--- config.mk ---
export PLATFORM = sky130hd
export DESIGN_NAME = step_controller
export DESIGN_NICKNAME = d
export VERILOG_FILES = /design/src/rtl/step_ctrl_pkg.sv /design/src/rtl/debounce_tick.sv /design/src/rtl/step_controller.sv
export SDC_FILE = /design/constraint.sdc
export NUM_CORES = 1
export LEC_CHECK = 0
export BUFFER_PORTS_ARGS = -buffer_cell sky130_fd_sc_hd__buf_2
export CAP_MARGIN = 0
export CORE_MARGIN = 4
export CORE_UTILIZATION = 52
export DETAILED_ROUTE_END_ITERATION = 8
export GPL_ROUTABILITY_DRIVEN = 0
export PLACE_DENSITY = 0.74
export SYNTH_ARGS = -nofsm -noshare
export SYNTH_HDL_FRONTEND = slang
export SYNTH_HIERARCHICAL = 1
export SYNTH_SLANG_ARGS = --single-unit
--- constraint.sdc ---
create_clock -name clock_in -period 2.6 [get_ports clock_in]
set_input_delay 0.39 -clock clock_in [delete_from_list [all_inputs] [get_ports clock_in]]
set_output_delay 0.39 -clock clock_in [all_outputs]
set_load 0.01 [all_outputs]
--- src/rtl/step_ctrl_pkg.sv ---
// Shared definitions for the step controller: the FSM state width and its encoding.
package step_ctrl_pkg;

   localparam int STATE_W = 2;

   typedef enum logic [STATE_W-1:0] {
      IDLE   = 2'd0,
      RUN    = 2'd1,
      STEP   = 2'd2,
      HALTED = 2'd3
   } state_e;

endpackage

--- src/rtl/debounce_tick.sv ---
// Step button conditioning: 2-FF synchronizer, tick-sampled debounce shift register,
// debounced level and a one-cycle pulse on its rising edge.
module debounce_tick #(
   parameter int DEB_SAMPLES = 4
) (
   input  logic clock_in,
   input  logic reset_n,
   input  logic tick_in,
   input  logic btn_raw,
   output logic btn_db,
   output logic step_req
);

   logic                   sync1_q;
   logic                   sync2_q;
   logic [DEB_SAMPLES-1:0] shift_q;
   logic [DEB_SAMPLES-1:0] shift_d;
   logic                   btn_db_q;
   logic                   btn_db_d;
   logic                   step_req_q;
   logic                   step_req_d;

   // The level and edge are judged on the post-shift value so the edge appears one cycle after the deciding sample.
   always_comb begin
      shift_d = shift_q;
      if (tick_in) begin
         shift_d = {shift_q[DEB_SAMPLES-2:0], sync2_q};
      end
      btn_db_d = btn_db_q;
      if (&shift_d) begin
         btn_db_d = 1'b1;
      end else if (~|shift_d) begin
         btn_db_d = 1'b0;
      end
      step_req_d = btn_db_d & ~btn_db_q;
   end

   always_ff @(posedge clock_in or negedge reset_n) begin
      if (!reset_n) begin
         sync1_q    <= 1'b0;
         sync2_q    <= 1'b0;
         shift_q    <= '0;
         btn_db_q   <= 1'b0;
         step_req_q <= 1'b0;
      end else begin
         sync1_q    <= btn_raw;
         sync2_q    <= sync1_q;
         shift_q    <= shift_d;
         btn_db_q   <= btn_db_d;
         step_req_q <= step_req_d;
      end
   end

   assign btn_db   = btn_db_q;
   assign step_req = step_req_q;

endmodule

--- src/rtl/step_controller.sv ---
// Turns divider ticks into the CPU advance enable: free-running every RUN_DIV ticks,
// or one enable per debounced step-button press; halt_in always wins.
module step_controller
   import step_ctrl_pkg::*;
#(
   parameter int DEB_SAMPLES = 4,
   parameter int RUN_DIV     = 1,
   parameter int CNT_W       = 16
) (
   input  logic               clock_in,
   input  logic               reset_n,
   input  logic               tick_in,
   input  logic               btn_step,
   input  logic               sw_run,
   input  logic               halt_in,
   output logic               cpu_en,
   output logic [STATE_W-1:0] state_out,
   output logic [CNT_W-1:0]   step_count
);

   localparam logic [7:0] DIV_LAST = 8'(RUN_DIV - 1);

   logic             btn_db;
   logic             step_req;
   logic             run_sync1_q;
   logic             run_sync2_q;
   state_e           state_q;
   state_e           state_d;
   logic [7:0]       div_q;
   logic [7:0]       div_d;
   logic             cpu_en_q;
   logic             cpu_en_d;
   logic [CNT_W-1:0] count_q;
   logic [CNT_W-1:0] count_d;

   debounce_tick #(
      .DEB_SAMPLES(DEB_SAMPLES)
   ) u_debounce (
      .clock_in(clock_in),
      .reset_n (reset_n),
      .tick_in (tick_in),
      .btn_raw (btn_step),
      .btn_db  (btn_db),
      .step_req(step_req)
   );

   // The enable is decided here and registered, so STEP shows cpu_en in the same cycle it is entered.
   always_comb begin
      state_d  = state_q;
      div_d    = div_q;
      cpu_en_d = 1'b0;
      count_d  = cpu_en_q ? count_q + 1'b1 : count_q;
      if (halt_in) begin
         state_d = HALTED;
      end else begin
         case (state_q)
            IDLE: begin
               if (run_sync2_q) begin
                  state_d = RUN;
                  div_d   = '0;
               end else if (step_req && btn_db) begin
                  state_d  = STEP;
                  cpu_en_d = 1'b1;
               end
            end
            RUN: begin
               if (!run_sync2_q) begin
                  state_d = IDLE;
               end else if (tick_in) begin
                  if (div_q == DIV_LAST) begin
                     div_d    = '0;
                     cpu_en_d = 1'b1;
                  end else begin
                     div_d = div_q + 1'b1;
                  end
               end
            end
            STEP:    state_d = IDLE;
            HALTED:  state_d = IDLE;
            default: state_d = IDLE;
         endcase
      end
   end

   always_ff @(posedge clock_in or negedge reset_n) begin
      if (!reset_n) begin
         run_sync1_q <= 1'b0;
         run_sync2_q <= 1'b0;
         state_q     <= IDLE;
         div_q       <= '0;
         cpu_en_q    <= 1'b0;
         count_q     <= '0;
      end else begin
         run_sync1_q <= sw_run;
         run_sync2_q <= run_sync1_q;
         state_q     <= state_d;
         div_q       <= div_d;
         cpu_en_q    <= cpu_en_d;
         count_q     <= count_d;
      end
   end

   assign cpu_en     = cpu_en_q;
   assign state_out  = state_q;
   assign step_count = count_q;

endmodule
==> results of run 1 <==
==> final cells by class <==
class	count	area share
sequential	37	0.495
tap	44	0.0294
inverter	8	0.0161
clock inverter	3	0.00936
clock buffer	5	0.0201
multi-input combinational	94	0.366
timing repair buffer	24	0.0642
==> metrics by stage <==
step,power [mW],util,worst slack (ns)
finish,1.06,0.618,0.982
global route,1.13,0.618,0.859
CTS,1.08,0.618,0.973
detailed placement,0.781,0.600,0.990
global placement,0.770,0.600,1.08
floorplan,0.733,-,1.15
==> worst min-delay path by stage <==
stage                            from                  to  slack, ns
final                         reset_n            div_q[3]       0.11
after global routing         btn_step  u_debounce/sync1_q       0.12
after CTS                      sw_run         run_sync1_q       0.12
after detailed placement  run_sync1_q         run_sync2_q       0.34
after global placement    run_sync1_q         run_sync2_q       0.34
after floorplan               reset_n              cpu_en       0.09
==> cell usage after synthesis (all sizes together) <==
library cell	count
dfrtp	37
nand2	13
xnor2	11
inv	8
nand3	8
mux2	7
nor2	7
nand4	5
and3	4
nor3	4
o21ai	4
xor2	4
a31oi	3
ha	3
a211oi	2
a21o	2
a41oi	2
nand2b	2
nor4	2
a21oi	1
a22o	1
a2bb2oi	1
a32o	1
nand4b	1
nor3b	1
nor4b	1
o21a	1
o31a	1
o31ai	1
or2	1
==> cells by family (layout without fill, tap and decap cells) <==
group,count (synthesis),after routing
AOI/OAI and AO/OA,20,20
xor gates and xnor gates,15,15
adders and majority gates,3,3
buffers and inverters,8,40
DFF,37,37
muxes,7,7
and+or+nand+nor,49,49
==> power groups by stage <==
stage	sequential, mW	clock [mW]	combinational, mW
after floorplan	0.647	0	0.0868
after global placement	0.649	0	0.121
after detailed placement	0.653	0	0.128
after CTS	0.642	0.307	0.128
after global routing	0.647	0.335	0.144
final	0.641	0.296	0.125
==> layer usage <==
metal / wire (microns) / GRT usage / vias up
li1: - / - / 558
met5: 0 / 0 / -
met1: 1250 / 0.203 / 555
met2: 1430 / 0.270 / 17
met3: 134 / 0.0633 / 8
met4: 58 / 0.0765 / 0
==> critical path, cell delays in order (launching register included) <==
cell	delay (ns)
dfrtp_1	0.41
inv_1	0.09
ha_1	0.17
nor4b_4	0.30
a21oi_2	0.14
a21o_1	0.18
a22o_1	0.22
==> state kept, by name, summed over array words and instances, names as in the netlist <==
signal,flops
state_out,2
div_q,8
run_sync1_q,1
u_debounce/sync1_q,1
run_sync2_q,1
step_count,16
u_debounce/step_req,1
u_debounce/btn_db,1
u_debounce/sync2_q,1
u_debounce/shift_q,4
cpu_en,1
==> run_results.csv, run 1 <==
group,metric,value,unit
timing,rsz0062_at_grt,"no",
drt,drtIter0Drc,46,
drt,postRouteAntennaNets,0,
yosys,syn_nets,148,
cts,cts_tree,"built",
floorplanning,die_x,64.2,microns
yosys,synthDistinctLibCells,35,
timing,period_needed,1.62,ns
cells_and_area,fillers,253,
floorplanning,die_h,64.2,microns
floorplanning,ios,25,
floorplanning,start_util,0.542,
status,status,"finished, final reports clean",
timing,setup_viol,0,
cts,cts_root_buffer,"clkbuf_4",
critical_path,crit_path_start_kind,"flop",
drt,wl_per_cell,13.3,microns
cells_and_area,final_common_cell,"dfrtp_1",
placement,placed_area,1820,sq um
global_route,grt_pass1_wl,5.31,mm
power,vdd_ir_drop_max,0.398,mV
cts,h-tree-depth,2,
critical_path,crit_type,"reg2reg",
yosys,synth_compound_area_frac,0.0923,
cells_and_area,area_delta_synth_final,14.0,%
power,netSwitchingPower,0.292,mW
cells_and_area,finalInstanceArea,1870,sq um
cts,cts.sinks,37,
yosys,synth_top_family_by_area,"simple AND/OR/NAND/NOR gates",
yosys,syn_area_per_cell,11.8,sq um
drt,drt_first_pass_iters,4,
placement,hpwl,2.08,mm
timing,max-slew-margin-rel,0.470,
critical_path,r2r-start,"div_q[0]",
cts,clk_pin_slew,0.11,ns
cts,cts_made_buffers,5,
yosys,synth_warnings,6,
cells_and_area,fin_nets,179,
drt,remaining_drc_errors,0,
yosys,synthSimpleGateAreaFrac,0.172,
cells_and_area,layout_common_cells,"37 x dfrtp_1, 24 x buf_2, 13 x nand2_1",
cts,cts_hold_buf,0,
yosys,ys_seq_area_frac,0.564,
floorplanning,dieArea,4120,sq um
power,swShare,0.275,
cts,clock_latency,0.35,ns
timing,finalMaxSlewViolations,0,
power,internal-power,0.770,mW
power,power.share.combinational,0.118,
timing,setup_tns,0,ns
power,p_clk_frac,0.279,
critical_path,r2r_cells,6,
floorplanning,core-area,3030,sq um
yosys,synth_top_cell_by_area,"dfrtp_1",
flow_run,max-cap-violations,0,
drt,vias,1138,
critical_path,reg2reg_to,"div_q[7]",
critical_path,critical_path.endpoint,"div_q[7]",
critical_path,critPathMaxFanout,4,
worst_hold_path,hp-class,"in2async",
timing,fmax,618,MHz
global_route,grtUsageTotal,0.169,
timing,finalHoldViolCount,0,
cells_and_area,n_antenna_cell,0,
cts,post_cts_resized,0,
floorplanning,rows,20,
power,power.density,567,nW/um^2
timing,tightest_slew,0.795,ns
yosys,synthAdderAreaFrac,0.0229,
yosys,ys_ff_latch,37,
yosys,synth.area.mux_share,0.0503,
critical_path,cp.arrival,1.87,ns
placement,numPortBuffers,24,
power,power_frac_seq,0.604,
drt,viasPerCell,5.29,
cells_and_area,seqCellArea,926,sq um
global_route,antenna_found_initial,0,
timing,hold_slack,0.110,ns
critical_path,startpoint,"div_q[0]",
timing,fin_crit_sh,0.622,
yosys,netlist_instances,139,
cells_and_area,finalNonFillerCells,215,
yosys,syn_area,1640,sq um
yosys,synth_xor_area_frac,0.0801,
cts,clk_path_buf_depth,2,
critical_path,cp-end-kind,"flop",
global_route,grt_start_max_net_pins,38,
power,leakage,0.913,nW
drt,totalWireLength,2.87,mm
critical_path,reg2reg_slack,0.98,ns
critical_path,required,2.85,ns
global_route,grt_pass1_vias,1166,
global_route,grt-ovfl-total,0,
yosys,synth.area.top_cells,"dfrtp_1 56%, xnor2_1 5.9%, mux2_2 4.1%, nand2_1 3.0%, nand3_1 2.4%",
placement,dp.cells,207,
cts,post_cts_buffers,0,
timing,skew,0.00574,ns
cells_and_area,multi_input_area,684,sq um
cells_and_area,layout-drive-gt1-share,0.281,
yosys,synth_top_area_frac,0.564,
(Power assumes the default switching activity.)
==> run 2: changes to the inputs <==
Clock period 2.6 ns to 1.5 ns, I/O delays scaled along.
==> run_results.csv, run 2 (same netlist as run 1, synthesis figures left out) <==
group,metric,value,unit
status,status,"complete, but fails checks",
status,violations,"negative setup slack",
critical_path,required,1.73,ns
critical_path,path_cells,"inv_2, buf_4, buf_6, buf_4, buf_4, buf_4, buf_4, mux2_4",
drt,drt-met1-wl,1.38,mm
timing,tightest_slew,0.439,ns
critical_path,crit_type,"reg2reg",
timing,skew,0.00814,ns
critical_path,critical_path.endpoint,"div_q[0]",
power,vdd_ir_drop_max,0.764,mV
cells_and_area,fin_nets,206,
critical_path,startpoint,"div_q[0]",
flow_run,max-cap-violations,0,
timing,fin_crit_sh,1.02,
drt,postRouteAntennaNets,0,
timing,period_needed,1.52,ns
drt,routed.top_layer,"met4",
cells_and_area,largest_reg_flops,16,
critical_path,r2r_cells,8,
cells_and_area,finalCoreUtilization,0.710,
cells_and_area,n_antenna_cell,0,
power,finalPower,1.97,mW
drt,remaining_drc_errors,0,
global_route,grt_pass1_wl,5.52,mm
timing,finalMaxSlewViolations,0,
critical_path,reg2reg_to,"div_q[0]",
timing,finalHoldViolCount,0,
global_route,grt_start_max_net_pins,21,
cts,cts_tree,"built",
critical_path,cpMostUsedCell,"buf_4",
critical_path,r2r-start,"div_q[0]",
power,leakage,1.09,nW
critical_path,critPathMaxFanout,2,
drt,wl_per_cell,13.2,microns
placement,numPortBuffers,24,
global_route,grt_pass1_vias,1292,
floorplanning,rows,20,
cells_and_area,layout_common_cells,"36 x dfrtp_1, 24 x buf_2, 22 x buf_4",
cells_and_area,area_delta_synth_final,31.1,%
global_route,grt-ovfl-total,0,
power,power.density,915,nW/um^2
cells_and_area,layout-drive-gt1-share,0.399,
cts,clock_latency,0.33,ns
floorplanning,die_x,64.2,microns
critical_path,cp.arrival,1.75,ns
cts,cts.sinks,37,
floorplanning,ios,25,
cts,clk_path_buf_depth,2,
global_route,grtUsageTotal,0.171,
drt,vias,1236,
floorplanning,core-area,3030,sq um
cts,h-tree-depth,2,
critical_path,crit_path_max_incr_delay,0.38,ns
drt,drt_first_pass_iters,3,
timing,setup_tns,-0.0235,ns
drt,met3WireLength,101,microns
timing,fin_ws,-0.0235,ns
floorplanning,dieArea,4120,sq um
critical_path,cp-end-kind,"flop",
critical_path,reg2reg_slack,-0.02,ns
placement,hpwl,2.17,mm
drt,totalWireLength,3.19,mm
floorplanning,start_util,0.542,
critical_path,crit_path_top_delay_cell,"dfrtp_1",
global_route,antenna_found_initial,0,
critical_path,crit_path_start_kind,"flop",
timing,setup_viol,1,
timing,max-slew-margin-rel,0.706,
floorplanning,die_h,64.2,microns
cts,cts_root_buffer,"clkbuf_4",
drt,viasPerCell,5.11,
drt,drtIter0Drc,60,
worst_hold_path,hp-class,"in2reg",
drt,met2_length,1.66,mm
cells_and_area,final_common_cell,"dfrtp_1",
timing,rsz0062_at_grt,"yes",
timing,fmax,656,MHz
cts,cts_made_buffers,5,
cts,clk_pin_slew,0.11,ns
## run 2: cell types whose count changed in the layout (fill, tap and decap cells not counted), moves of 2 or more
cell / change
inv_2: +2
buf_4: +22
o21ai_0: -3
ha_1: -2
dlygate4sd3_1: +3
o21ai_1: +3
inv_1: -2
## run 2: metrics by stage
| step | cell area (sq um) | hold WS [ns] | cells | setup WS, ns |
|---|---|---|---|---|
| floorplan | 1640 | -0.0706 | 139 | 0.0489 |
| global placement | 1900 | 0.192 | 217 | 0.0333 |
| detailed placement | 1900 | 0.192 | 217 | -0.0375 |
| CTS | 2060 | 0.130 | 236 | -0.0103 |
| global route | 2150 | 0.140 | 242 | -0.104 |
| finish | 2150 | 0.149 | 242 | -0.0235 |
## run 2: where the power goes
part	internal, mW	leakage (nW)	switching (mW)
combinational	0.215	0.572	0.160
clock	0.179	0.0320	0.309
sequential	1.05	0.486	0.0500
## run 2: how the worst min path moves through the flow
stage             from            to  slack [ns]  depth (start not counted)
2_1_floorplan  reset_n        cpu_en       -0.07                          0
3_3_place_gp   reset_n      div_q[7]        0.19                          1
3_5_place_dp   reset_n      div_q[7]        0.19                          1
4_1_cts        halt_in  state_out[0]        0.13                          2
5_1_grt        halt_in  state_out[0]        0.14                          2
6_report       halt_in  state_out[0]        0.15                          2
## run 2: timing repair
| item | CTS | global route |
|---|---|---|
| hold endpoints to repair | 19 | 0 |
| resized for setup | 6 | 11 |
| setup endpoints to repair | 5 | 12 |
| pin swaps | 4 | 9 |
| buffers inserted | 8 | 7 |
| hold buffers | 3 | 0 |
## run 2: cell type report
type                            instances  area (sq um)
Sequential cell                        37           927
Fill cell                             226           877
Multi-Input combinational cell         94           741
Timing Repair Buffer                   51           347
Tap cell                               44          55.1
Clock buffer                            6          41.3
Inverter                                8          30.0
Clock inverter                          2          10.0
## run 2: layer usage
metal	track usage	up-vias
li1	-	612
met1	0.202	604
met2	0.306	15
met3	0.0369	5
met4	0.0580	0
met5	0	-
## run 2: critical path: cells and delay by family (launching register included)
kind     cells  cell delay, ns
buf+inv      7            0.77
mux          1            0.28
flops        1            0.38
==> run 3: changes to the inputs <==
Settings changed: CAP_MARGIN 0 to 25, CORE_UTILIZATION 52 to 40, PLACE_DENSITY 0.74 to not set.
==> run_results.csv, run 3 (same netlist as run 1, synthesis figures left out) <==
group,metric,value,unit
cts,cts_root_buffer,"clkbuf_8",
timing,fin_crit_sh,1.00,
worst_hold_path,hp-class,"in2reg",
critical_path,required,1.68,ns
floorplanning,die_h,72.0,microns
status,violations,"negative setup slack",
power,vdd_ir_drop_max,0.715,mV
critical_path,critPathMaxFanout,3,
timing,period_needed,1.51,ns
timing,finalMaxSlewViolations,0,
timing,rsz0062_at_grt,"yes",
critical_path,cp-end-kind,"flop",
cells_and_area,finalNonFillerCells,241,
cells_and_area,fin_nets,199,
drt,vias,1211,
global_route,grt-ovfl-total,0,
drt,routed.top_layer,"met4",
cts,clk_pin_slew,0.07,ns
cells_and_area,layout_common_cells,"37 x dfrtp_1, 24 x buf_2, 19 x buf_4",
critical_path,reg2reg_slack,-0.006,ns
timing,skew,0.00587,ns
floorplanning,rows,23,
global_route,grtUsageTotal,0.136,
drt,met3WireLength,104,microns
drt,drt_first_pass_iters,6,
cells_and_area,fillers,352,
critical_path,critical_path.endpoint,"div_q[7]",
cells_and_area,final_common_cell,"dfrtp_1",
timing,finalHoldViolCount,0,
floorplanning,dieArea,5190,sq um
cells_and_area,largest_reg_flops,16,
drt,viasPerCell,5.02,
placement,pre_cts_ws,-0.0418,ns
cts,cts.sinks,37,
global_route,grt_pass1_vias,1232,
drt,met2_length,1.57,mm
critical_path,startpoint,"div_q[0]",
cts,cts_made_buffers,5,
critical_path,crit_path_start_kind,"flop",
drt,postRouteAntennaNets,0,
timing,setup_viol,1,
cells_and_area,n_antenna_cell,0,
global_route,antenna_found_initial,0,
power,leakage,1.04,nW
cts,cts_tree,"built",
cells_and_area,layout-drive-gt1-share,0.372,
critical_path,reg2reg_to,"div_q[7]",
cells_and_area,multi_input_area,707,sq um
drt,remaining_drc_errors,0,
timing,setup_tns,-0.00627,ns
cells_and_area,area_delta_synth_final,29.1,%
cts,h-tree-depth,2,
cts,clk_path_buf_depth,2,
status,status,"complete, but fails checks",
drt,drtIter0Drc,59,
placement,hpwl,2.25,mm
global_route,grt_start_max_net_pins,38,
drt,wl_per_cell,13.0,microns
flow_run,max-cap-violations,0,
critical_path,crit_type,"reg2reg",
critical_path,r2r-start,"div_q[0]",
critical_path,cp.arrival,1.68,ns
critical_path,r2r_cells,6,
drt,drt-met1-wl,1.43,mm
floorplanning,ios,25,
timing,fin_ws,-0.00627,ns
floorplanning,die_x,72.0,microns
global_route,grt_pass1_wl,5.48,mm
drt,totalWireLength,3.14,mm
floorplanning,core-area,3970,sq um
cells_and_area,seqCellArea,926,sq um
timing,max-slew-margin-rel,0.699,
placement,numPortBuffers,24,
floorplanning,start_util,0.413,
placement,dp.cells,228,
cts,clock_latency,0.29,ns
power,power.density,1080,nW/um^2
timing,fmax,664,MHz
timing,tightest_slew,0.452,ns
## run 3: how the worst min path moves through the flow
stage | startpoint | to | slack (ns) | cells past startpoint
after floorplan | reset_n | cpu_en | -0.07 | 0
after global placement | reset_n | div_q[2] | 0.29 | 2
after detailed placement | reset_n | step_count[0] | 0.30 | 2
after CTS | btn_step | u_debounce/sync1_q | 0.03 | 1
after global routing | btn_step | u_debounce/sync1_q | 0.02 | 1
final | btn_step | u_debounce/sync1_q | 0.04 | 1
## run 3: metal layers
metal | vias to the layer above | GRT usage
met5 | - | 0
met3 | 6 | 0.0429
met1 | 595 | 0.155
met2 | 17 | 0.238
li1 | 593 | -
met4 | 0 | 0.0501
## run 3: worst max-delay path, cell delays in order, from the launching register on
cell and delay, ns:
dfrtp_1 0.39, inv_2 0.08, ha_4 0.11, nor4b_4 0.31, a21oi_2 0.11, a21o_1 0.19, a22o_1 0.20
## run 3: power by group
group | leakage (nW) | total (mW) | switching, mW | internal [mW]
sequential | 0.487 | 1.10 | 0.0492 | 1.05
combinational | 0.497 | 0.299 | 0.142 | 0.157
clock | 0.0574 | 0.887 | 0.347 | 0.540
## run 3: through the flow
stage	utilization	area, sq um	hold WS (ns)	power, mW
floorplan	-	1640	-0.0706	1.27
global placement	0.487	1940	0.292	1.37
detailed placement	0.487	1940	0.299	1.38
CTS	0.523	2080	0.0341	2.29
global route	0.533	2120	0.0246	2.42
finish	0.533	2120	0.0435	2.29
## run 3: what timing repair did
action / in CTS / in global routing
setup endpoints to repair: 3 / 10
gates resized for setup: 2 / 7
buffers inserted: 1 / 3
pin swaps: 0 / 7
endpoints found under the hold margin: 37 / 0
hold buffers: 1 / 0
## run 3: layout make-up
cell class / count / share of cell area
multi-input cells: 94 / 0.334
clock buffers: 6 / 0.0390
repair buffers: 44 / 0.129
clock inverters: 2 / 0.0177
inverters: 8 / 0.0142
flip-flops and latches: 37 / 0.437
well taps: 50 / 0.0295
